===== config.mk =====
export PLATFORM = sky130hd
export DESIGN_NAME = uart_cfg_shadow
export DESIGN_NICKNAME = d
export VERILOG_FILES = /design/src/rtl/uart_cfg_shadow.sv
export SDC_FILE = /design/constraint.sdc
export NUM_CORES = 1
export LEC_CHECK = 0
export ABC_CLOCK_PERIOD_IN_PS = 7350
export CORE_UTILIZATION = 50
export CTS_BUF_LIST = sky130_fd_sc_hd__clkbuf_4 sky130_fd_sc_hd__clkbuf_8
export DETAILED_ROUTE_END_ITERATION = 8
export PLACE_DENSITY = 0.84
export SLEW_MARGIN = 30
export SYNTH_ARGS = -nofsm -noshare
export SYNTH_HDL_FRONTEND = slang
export SYNTH_SLANG_ARGS = --single-unit
export TNS_END_PERCENT = 100

===== constraint.sdc =====
create_clock -name i_clk -period 7.35 [get_ports i_clk]
set_input_delay 0.735 -clock i_clk [delete_from_list [all_inputs] [get_ports i_clk]]
set_output_delay 0.735 -clock i_clk [all_outputs]
set_load 0.005 [all_outputs]

===== src/rtl/uart_cfg_shadow.sv =====
// Per-channel shadow of the UART baud divisor and frame format. A channel's live
// value changes only while its TX and RX are idle, or once a shared timeout expires.
module uart_cfg_shadow #(
  parameter int unsigned NumCh       = 2,
  parameter int unsigned BaudCycBits = 16,
  parameter int unsigned TimeoutBits = 20,
  parameter int unsigned BaudRst     = 0
) (
  input  logic                         i_clk,
  input  logic                         i_rst_n,
  input  logic [NumCh-1:0]             i_tx_busy,
  input  logic [NumCh-1:0]             i_rx_busy,
  input  logic [NumCh-1:0]             i_apply,
  input  logic [NumCh-1:0]             c_auto,
  input  logic [NumCh*BaudCycBits-1:0] c_baud_cyc,
  input  logic [NumCh*5-1:0]           c_frame,
  input  logic [TimeoutBits-1:0]       c_timeout_cyc,
  output logic [NumCh*BaudCycBits-1:0] o_baud_cyc,
  output logic [NumCh*5-1:0]           o_frame,
  output logic [NumCh-1:0]             o_tx_hold,
  output logic [NumCh-1:0]             o_pending,
  output logic [NumCh-1:0]             o_upd_pulse,
  output logic [NumCh-1:0]             o_forced
);

  localparam logic [4:0]             FrameRst   = 5'b11000;
  localparam logic [BaudCycBits-1:0] BaudRstV   = BaudCycBits'(BaudRst);
  localparam logic [TimeoutBits-1:0] TimeoutOne = TimeoutBits'(1);

  typedef enum logic {
    ST_IDLE    = 1'b0,
    ST_PENDING = 1'b1
  } state_t;

  // The timeout is shared, so its decode is computed once for all channels.
  logic                   timeout_armed;
  logic [TimeoutBits-1:0] timeout_last;

  assign timeout_armed = (c_timeout_cyc != '0);
  assign timeout_last  = c_timeout_cyc - TimeoutOne;

  genvar gi;
  generate
    for (gi = 0; gi < NumCh; gi++) begin : g_ch
      state_t                 state_reg,  state_next;
      logic [TimeoutBits-1:0] cnt_reg,    cnt_next;
      logic [BaudCycBits-1:0] baud_reg,   baud_next;
      logic [4:0]             frame_reg,  frame_next;
      logic                   upd_reg,    upd_next;
      logic                   forced_reg, forced_next;

      logic [BaudCycBits-1:0] req_baud;
      logic [4:0]             req_frame;
      logic                   differs;
      logic                   busy;
      logic                   timeout_hit;

      assign req_baud    = c_baud_cyc[gi*BaudCycBits +: BaudCycBits];
      assign req_frame   = c_frame[gi*5 +: 5];
      assign differs     = (req_baud != baud_reg) || (req_frame != frame_reg);
      assign busy        = i_tx_busy[gi] || i_rx_busy[gi];
      assign timeout_hit = timeout_armed && (cnt_reg == timeout_last);

      always_comb begin
        state_next  = state_reg;
        cnt_next    = cnt_reg;
        baud_next   = baud_reg;
        frame_next  = frame_reg;
        upd_next    = 1'b0;
        forced_next = 1'b0;

        case (state_reg)
          ST_IDLE: begin
            if (c_auto[gi] ? differs : i_apply[gi]) begin
              state_next = ST_PENDING;
              cnt_next   = '0;
            end
          end

          ST_PENDING: begin
            // Cancel wins: a request that reverted needs no load and no pulse.
            if (c_auto[gi] && !differs) begin
              state_next = ST_IDLE;
            end else if (!busy || timeout_hit) begin
              state_next  = ST_IDLE;
              baud_next   = req_baud;
              frame_next  = req_frame;
              upd_next    = 1'b1;
              forced_next = busy;
            end else if (cnt_reg != '1) begin
              cnt_next = cnt_reg + TimeoutOne;
            end
          end

          default: begin
            state_next = ST_IDLE;
          end
        endcase
      end

      always_ff @(posedge i_clk or negedge i_rst_n) begin
        if (!i_rst_n) begin
          state_reg  <= ST_IDLE;
          cnt_reg    <= '0;
          baud_reg   <= BaudRstV;
          frame_reg  <= FrameRst;
          upd_reg    <= 1'b0;
          forced_reg <= 1'b0;
        end else begin
          state_reg  <= state_next;
          cnt_reg    <= cnt_next;
          baud_reg   <= baud_next;
          frame_reg  <= frame_next;
          upd_reg    <= upd_next;
          forced_reg <= forced_next;
        end
      end

      assign o_baud_cyc[gi*BaudCycBits +: BaudCycBits] = baud_reg;
      assign o_frame[gi*5 +: 5]                        = frame_reg;
      assign o_pending[gi]                             = (state_reg == ST_PENDING);
      assign o_tx_hold[gi]                             = (state_reg == ST_PENDING);
      assign o_upd_pulse[gi]                           = upd_reg;
      assign o_forced[gi]                              = forced_reg;
    end
  endgenerate

endmodule

==> results of run 1 <==
## power by group through the flow
stage	clock network, mW	logic (mW)	registers, mW
finish	0.354	0.766	0.769
global route	0.376	0.828	0.787
CTS	0.362	0.768	0.768
detailed placement	0	0.763	0.772
global placement	0	0.740	0.765
floorplan	0	0.411	0.753
## routing by layer
metal | GRT usage | up-vias | part of all wire
met3 | 0.0414 | 13 | 0.061
met1 | 0.349 | 2433 | 0.45
met5 | 0 | - | 0
li1 | - | 2369 | -
met4 | 0.0802 | 0 | 0.014
met2 | 0.403 | 171 | 0.47
## cell families after synthesis
| kind of cell | count (synthesis) |
|---|---|
| xor+xnor | 104 |
| mux | 51 |
| buf+inv | 51 |
| fa+ha+maj | 3 |
| compound gates | 84 |
| simple gates | 217 |
| flops | 88 |
## per-stage QoR
stage / setup slack (ns) / total power, mW / utilization
after global routing: 2.08 / 1.99 / 0.635
after detailed placement: 1.99 / 1.53 / 0.617
final: 2.37 / 1.89 / 0.635
after global placement: 2.13 / 1.51 / 0.616
after floorplan: 3.80 / 1.16 / -
after CTS: 2.40 / 1.90 / 0.635
## synthesized netlist by cell type (7+ instances only)
cell type	instances
dfrtp_1	84
xnor2_1	64
xor2_1	38
nor2_1	33
nand2_1	31
nor4_1	24
nor3_1	22
a21oi_1	21
nand3_1	20
nand4_1	20
mux2_4	19
mux2_2	14
clkbuf_1	13
inv_1	13
o21ai_0	11
buf_4	10
mux2_1	10
o31ai_1	10
or4_1	10
buf_2	8
mux2i_1	8
nand2b_1	8
or3_1	8
and3_1	7
## area by class of cell
cell class | instances | area (sq um)
inverter | 13 | 48.8
sequential | 88 | 2210
clock inverter | 5 | 55.1
clock buffer | 11 | 151
multi-input combinational | 459 | 3490
fill | 939 | 4220
tap | 143 | 179
timing repair buffer | 122 | 1220
## worst max-delay path: stages
cell and delay, ns:
clkdlybuf4s50_1 0.61, nor4_2 0.91, nand4_2 0.44, nor3_1 0.35
xor3_1 0.30, nor4_1 0.27, and4_1 0.63, nor2_2 0.14
nor2_8 0.43, mux2_2 0.39
## worst max-delay path by stage
stage	start	endpoint	depth (start not counted)
final	c_timeout_cyc[4]	g_ch[1].frame_reg[0]	10
after global routing	c_timeout_cyc[4]	g_ch[1].frame_reg[0]	10
after CTS	c_timeout_cyc[4]	g_ch[1].frame_reg[0]	10
after detailed placement	c_timeout_cyc[4]	g_ch[1].frame_reg[1]	10
after global placement	c_timeout_cyc[4]	g_ch[1].frame_reg[1]	10
after floorplan	c_timeout_cyc[0]	g_ch[0].baud_reg[10]	14
==> impl_metrics.json, run 1 <==
{
  "avgSynthCellArea_sq_um": 10.0,
  "seqPwrFrac": 0.407,
  "synth_area_leaders": "dfrtp_1 (35%), xnor2_1 (9.4%), xor2_1 (5.6%)",
  "stdcell_area_sq_um": 7350,
  "reg2reg_from": "g_ch[1].cnt_reg[10]",
  "fmax_mhz": 201,
  "clock_skew_ns": 0.00869,
  "fp.dieW_um": 111,
  "pwr-share-clk": 0.187,
  "setup_viol": 0,
  "row_count": 39,
  "htreeDepth": 3,
  "cts_sinks": 88,
  "slew-limit-headroom": 0.360,
  "dr.first_iter.drc_count": 326,
  "drtPass1Iterations": 7,
  "outcome": "finished with violations",
  "synth_compound_area_frac": 0.100,
  "grt_usage": 0.251,
  "num_vias": 4986,
  "clk_latency_ns": 0.37,
  "maxSlewViolCount": 0,
  "coreArea_sq_um": 11600,
  "fin_crit_sh": 0.677,
  "rsz0062_at_grt": "no",
  "synthArstFlopShare": 1.00,
  "largest_reg_flops": 40,
  "portBuffers": 121,
  "finalWirelength_um": 15100,
  "critPathArrivalTime_ns": 5.23,
  "p_int_mw": 1.27,
  "clk_path_buf_depth": 2,
  "path_max_fanout": 22,
  "grt_max_degree": 89,
  "grt_overflow_total": 0,
  "synth-simple-area-share": 0.211,
  "synthDistinctLibCells": 77,
  "viasPerCell": 5.93,
  "cap_viol_max_count": 0,
  "critPathLaunchType": "input port",
  "syn_to_final_growth_pct": 22.7,
  "power.density_nw_per_um2": 257,
  "rr_worst_depth": 9,
  "hold_path_class": "input port to async pin",
  "layout.cells.most_common_list": "clkdlybuf4s50_1 (120), dfrtp_1 (84), xnor2_1 (64)",
  "post_dp_cell_area_sq_um": 7130,
  "synth-seq-cells": 88,
  "ys_warn_count": 0,
  "fin_cells": 841,
  "synthAdderAreaFrac": 0.00627,
  "synth_top_family_by_area": "simple AND/OR/NAND/NOR gates",
  "die_h_um": 111,
  "hpwl_um": 11300,
  "io_pins": 122,
  "postSynthCellCount": 598,
  "cts-buffers-inserted": 9,
  "post-route-min-period_ns": 4.98,
  "hold_viol": 0,
  "layout-drive-gt1-share": 0.109,
  "globalplace.congestion": 0.898,
  "violations": "DRC",
  "grt_pass1_vias": 4970,
  "grt_pass1_wl_um": 25000,
  "whs_ns": 0.375,
  "combPwrFrac": 0.405,
  "synth-xor-area-share": 0.157,
  "drc": 10,
  "p_leak_nw": 2.82,
  "cp.required_ns": 7.61,
  "postRouteAntennaNets": 0,
  "post_cts_buffers": 0,
  "clk_pin_slew_ns": 0.09,
  "worst_setup_path_end_kind": "flip-flop",
  "switchingPower_mw": 0.617,
  "antenna_found_initial": 0,
  "final_common_cell": "clkdlybuf4s50_1",
  "holdBufCountCts": 0,
  "synth_edf_count": 0,
  "start_util": 0.518,
  "swShare": 0.327,
  "placedCellCount": 824,
  "cts_resized": 0,
  "yosysTopAreaCell": "dfrtp_1",
  "clockRootBuffer": "clkbuf_8",
  "syn_nets": 673,
  "nets": 768,
  "ys.flop_type": "dfrtp_1",
  "ir_drop_uv": 209,
  "diodes": 0,
  "drt-wirelength-per-cell_um": 17.9,
  "cts_tree": "done",
  "reg2reg_to": "g_ch[1].frame_reg[0]",
  "crit_type": "input port to flip-flop",
  "synthMuxAreaShare": 0.106,
  "rrSetupSlack_ns": 3.91,
  "syn_area_sq_um": 5990,
  "dieArea_sq_um": 12400,
  "fin_tns_setup_ns": 0,
  "ys_seq_area_frac": 0.369,
  "yosys.area.top_type_share": 0.351,
  "worst_pin_slew_ns": 0.952
}
Power figures use the tool's default switching activity.
==> run 2, diff against run 1 <==
--- a/config.mk
+++ b/config.mk
@@ -5,7 +5,7 @@
 export SDC_FILE = /design/constraint.sdc
 export NUM_CORES = 1
 export LEC_CHECK = 0
-export ABC_CLOCK_PERIOD_IN_PS = 7350
+export ABC_CLOCK_PERIOD_IN_PS = 4800
 export CORE_UTILIZATION = 50
 export CTS_BUF_LIST = sky130_fd_sc_hd__clkbuf_4 sky130_fd_sc_hd__clkbuf_8
 export DETAILED_ROUTE_END_ITERATION = 8
==> constraint.sdc (replaced) <==
create_clock -name i_clk -period 4.8 [get_ports i_clk]
set_input_delay 0.48 -clock i_clk [delete_from_list [all_inputs] [get_ports i_clk]]
set_output_delay 0.48 -clock i_clk [all_outputs]
set_load 0.005 [all_outputs]
==> run 2 against run 1 <==
Net effect: worst setup slack got worse by 1.6 ns; first-iteration DRC count decreased by 0.92%; critical path depth increased by 2; register-to-register slack got worse by 2.3 ns; combinational power increased by 53%; via count increased by 2.1%; the flow still finishes with violations (DRC); clock skew increased by 0.0017 ns; sequential cell count unchanged; hold slack got worse by 0.26 ns; non-clock buffer count increased by 4.
==> impl_metrics.json, run 2 (synthesized netlist as in run 1, its figures left out) <==
{
  "grt_overflow_total": 0,
  "coreArea_sq_um": 11600,
  "grt_max_degree": 89,
  "diodes": 0,
  "cts_tree": "done",
  "layout.cells.most_common_list": "clkdlybuf4s50_1 (120), dfrtp_1 (84), xnor2_1 (64)",
  "hpwl_um": 11300,
  "cp.required_ns": 5.07,
  "worst_path_dominant_cell_family": "simple AND/OR/NAND/NOR gates",
  "slew-limit-headroom": 0.452,
  "worst_path_largest_cell_delay_ns": 0.56,
  "whs_ns": 0.111,
  "cts-buffers-inserted": 9,
  "antenna_found_initial": 0,
  "rr_worst_depth": 9,
  "grt_pass1_vias": 5055,
  "syn_to_final_growth_pct": 23.1,
  "critPathLaunchType": "input port",
  "clock_skew_ns": 0.0104,
  "htreeDepth": 3,
  "crit_buf_inv": 2,
  "clk_latency_ns": 0.37,
  "clk_pin_slew_ns": 0.09,
  "post_cts_buffers": 0,
  "io_pins": 122,
  "crit_chain": "clkdlybuf4s50_1, inv_1, ha_1, or3b_1, or3_4, a311oi_1, o2111ai_1, and4b_1, nand4bb_1, o21ai_1, and2b_2, mux2_2",
  "cts_sinks": 88,
  "slowest_stage": "clkdlybuf4s50_1",
  "nets": 772,
  "final_core_util": 0.637,
  "violations": "DRC",
  "hold_viol": 0,
  "rrSetupSlack_ns": 1.60,
  "crit_type": "input port to flip-flop",
  "die_h_um": 111,
  "reg2reg_to": "g_ch[0].cnt_reg[17]",
  "globalplace.congestion": 0.926,
  "reg2reg_from": "g_ch[0].cnt_reg[8]",
  "worst_setup_path_end_kind": "flip-flop",
  "outcome": "finished with violations",
  "rsz0062_at_grt": "no",
  "dr.first_iter.drc_count": 323,
  "setup_viol": 0,
  "clk_path_buf_depth": 2,
  "clockRootBuffer": "clkbuf_8",
  "ir_drop_uv": 366,
  "holdBufCountCts": 0,
  "layout_setup_ws_ns": 0.769,
  "largest_reg_flops": 40,
  "fmax_mhz": 248,
  "crit_cells": 12,
  "num_vias": 5089,
  "critPathArrivalTime_ns": 4.30,
  "postRouteAntennaNets": 0,
  "cap_viol_max_count": 0,
  "layout-drive-gt1-share": 0.114,
  "p_leak_nw": 2.84,
  "drc": 10,
  "pre_cts_slack_ns": 0.358,
  "fin_crit_sh": 0.840,
  "row_count": 39,
  "cts_resized": 0,
  "drtPass1Iterations": 7,
  "worst_pin_slew_ns": 0.823,
  "fp.dieW_um": 111,
  "portBuffers": 121,
  "post-route-min-period_ns": 4.03,
  "fin_tns_setup_ns": 0,
  "drt-wirelength-per-cell_um": 17.5,
  "final_common_cell": "clkdlybuf4s50_1",
  "start_util": 0.518,
  "dieArea_sq_um": 12400,
  "grt_usage": 0.249,
  "hold_path_class": "input port to async pin",
  "finalWirelength_um": 14800,
  "grt_pass1_wl_um": 24900,
  "path_max_fanout": 22,
  "maxSlewViolCount": 0,
  "viasPerCell": 6.02,
  "power.density_nw_per_um2": 390
}
## run 2: cell types whose count changed in the layout (fill, tap and decap cells not counted), sizes merged
cell,change
clkbuf,-1
buf,+4
inv,+1
## run 2: cell type report
class,count,area [sq um]
clock buffer,10,131
clock inverter,6,67.6
fill,918,4200
inverter,13,48.8
multi-input combinational,459,3490
sequential,88,2210
tap,143,179
timing repair buffer,126,1250
## run 2: worst max path at each step
stage	start	slack, ns	to
detailed placement	c_timeout_cyc[0]	0.36	g_ch[0].baud_reg[11]
floorplan	c_timeout_cyc[0]	1.50	g_ch[0].baud_reg[10]
finish	c_timeout_cyc[0]	0.77	g_ch[0].baud_reg[11]
global route	c_timeout_cyc[0]	0.57	g_ch[0].baud_reg[11]
global placement	c_timeout_cyc[0]	0.53	g_ch[0].baud_reg[11]
CTS	c_timeout_cyc[0]	0.77	g_ch[0].baud_reg[11]
## run 2: through the flow
stage / total power [mW] / instances / area (sq um)
finish: 2.88 / 845 / 7370
global route: 3.03 / 845 / 7370
CTS: 2.89 / 844 / 7360
detailed placement: 2.35 / 828 / 7160
global placement: 2.30 / 828 / 7150
floorplan: 1.78 / 598 / 5990
## run 2: routing by layer
metal	vias up	wire length [um]	global-route usage	part of all wire
met1	2485	6530	0.332	0.44
met4	0	397	0.102	0.027
li1	2372	-	-	-
met2	193	6940	0.400	0.47
met5	-	0	0	0
met3	39	962	0.0479	0.065
## run 2: power by group
group / switching (mW) / internal [mW]
combinational: 0.442 / 0.726
clock: 0.282 / 0.248
sequential: 0.225 / 0.953
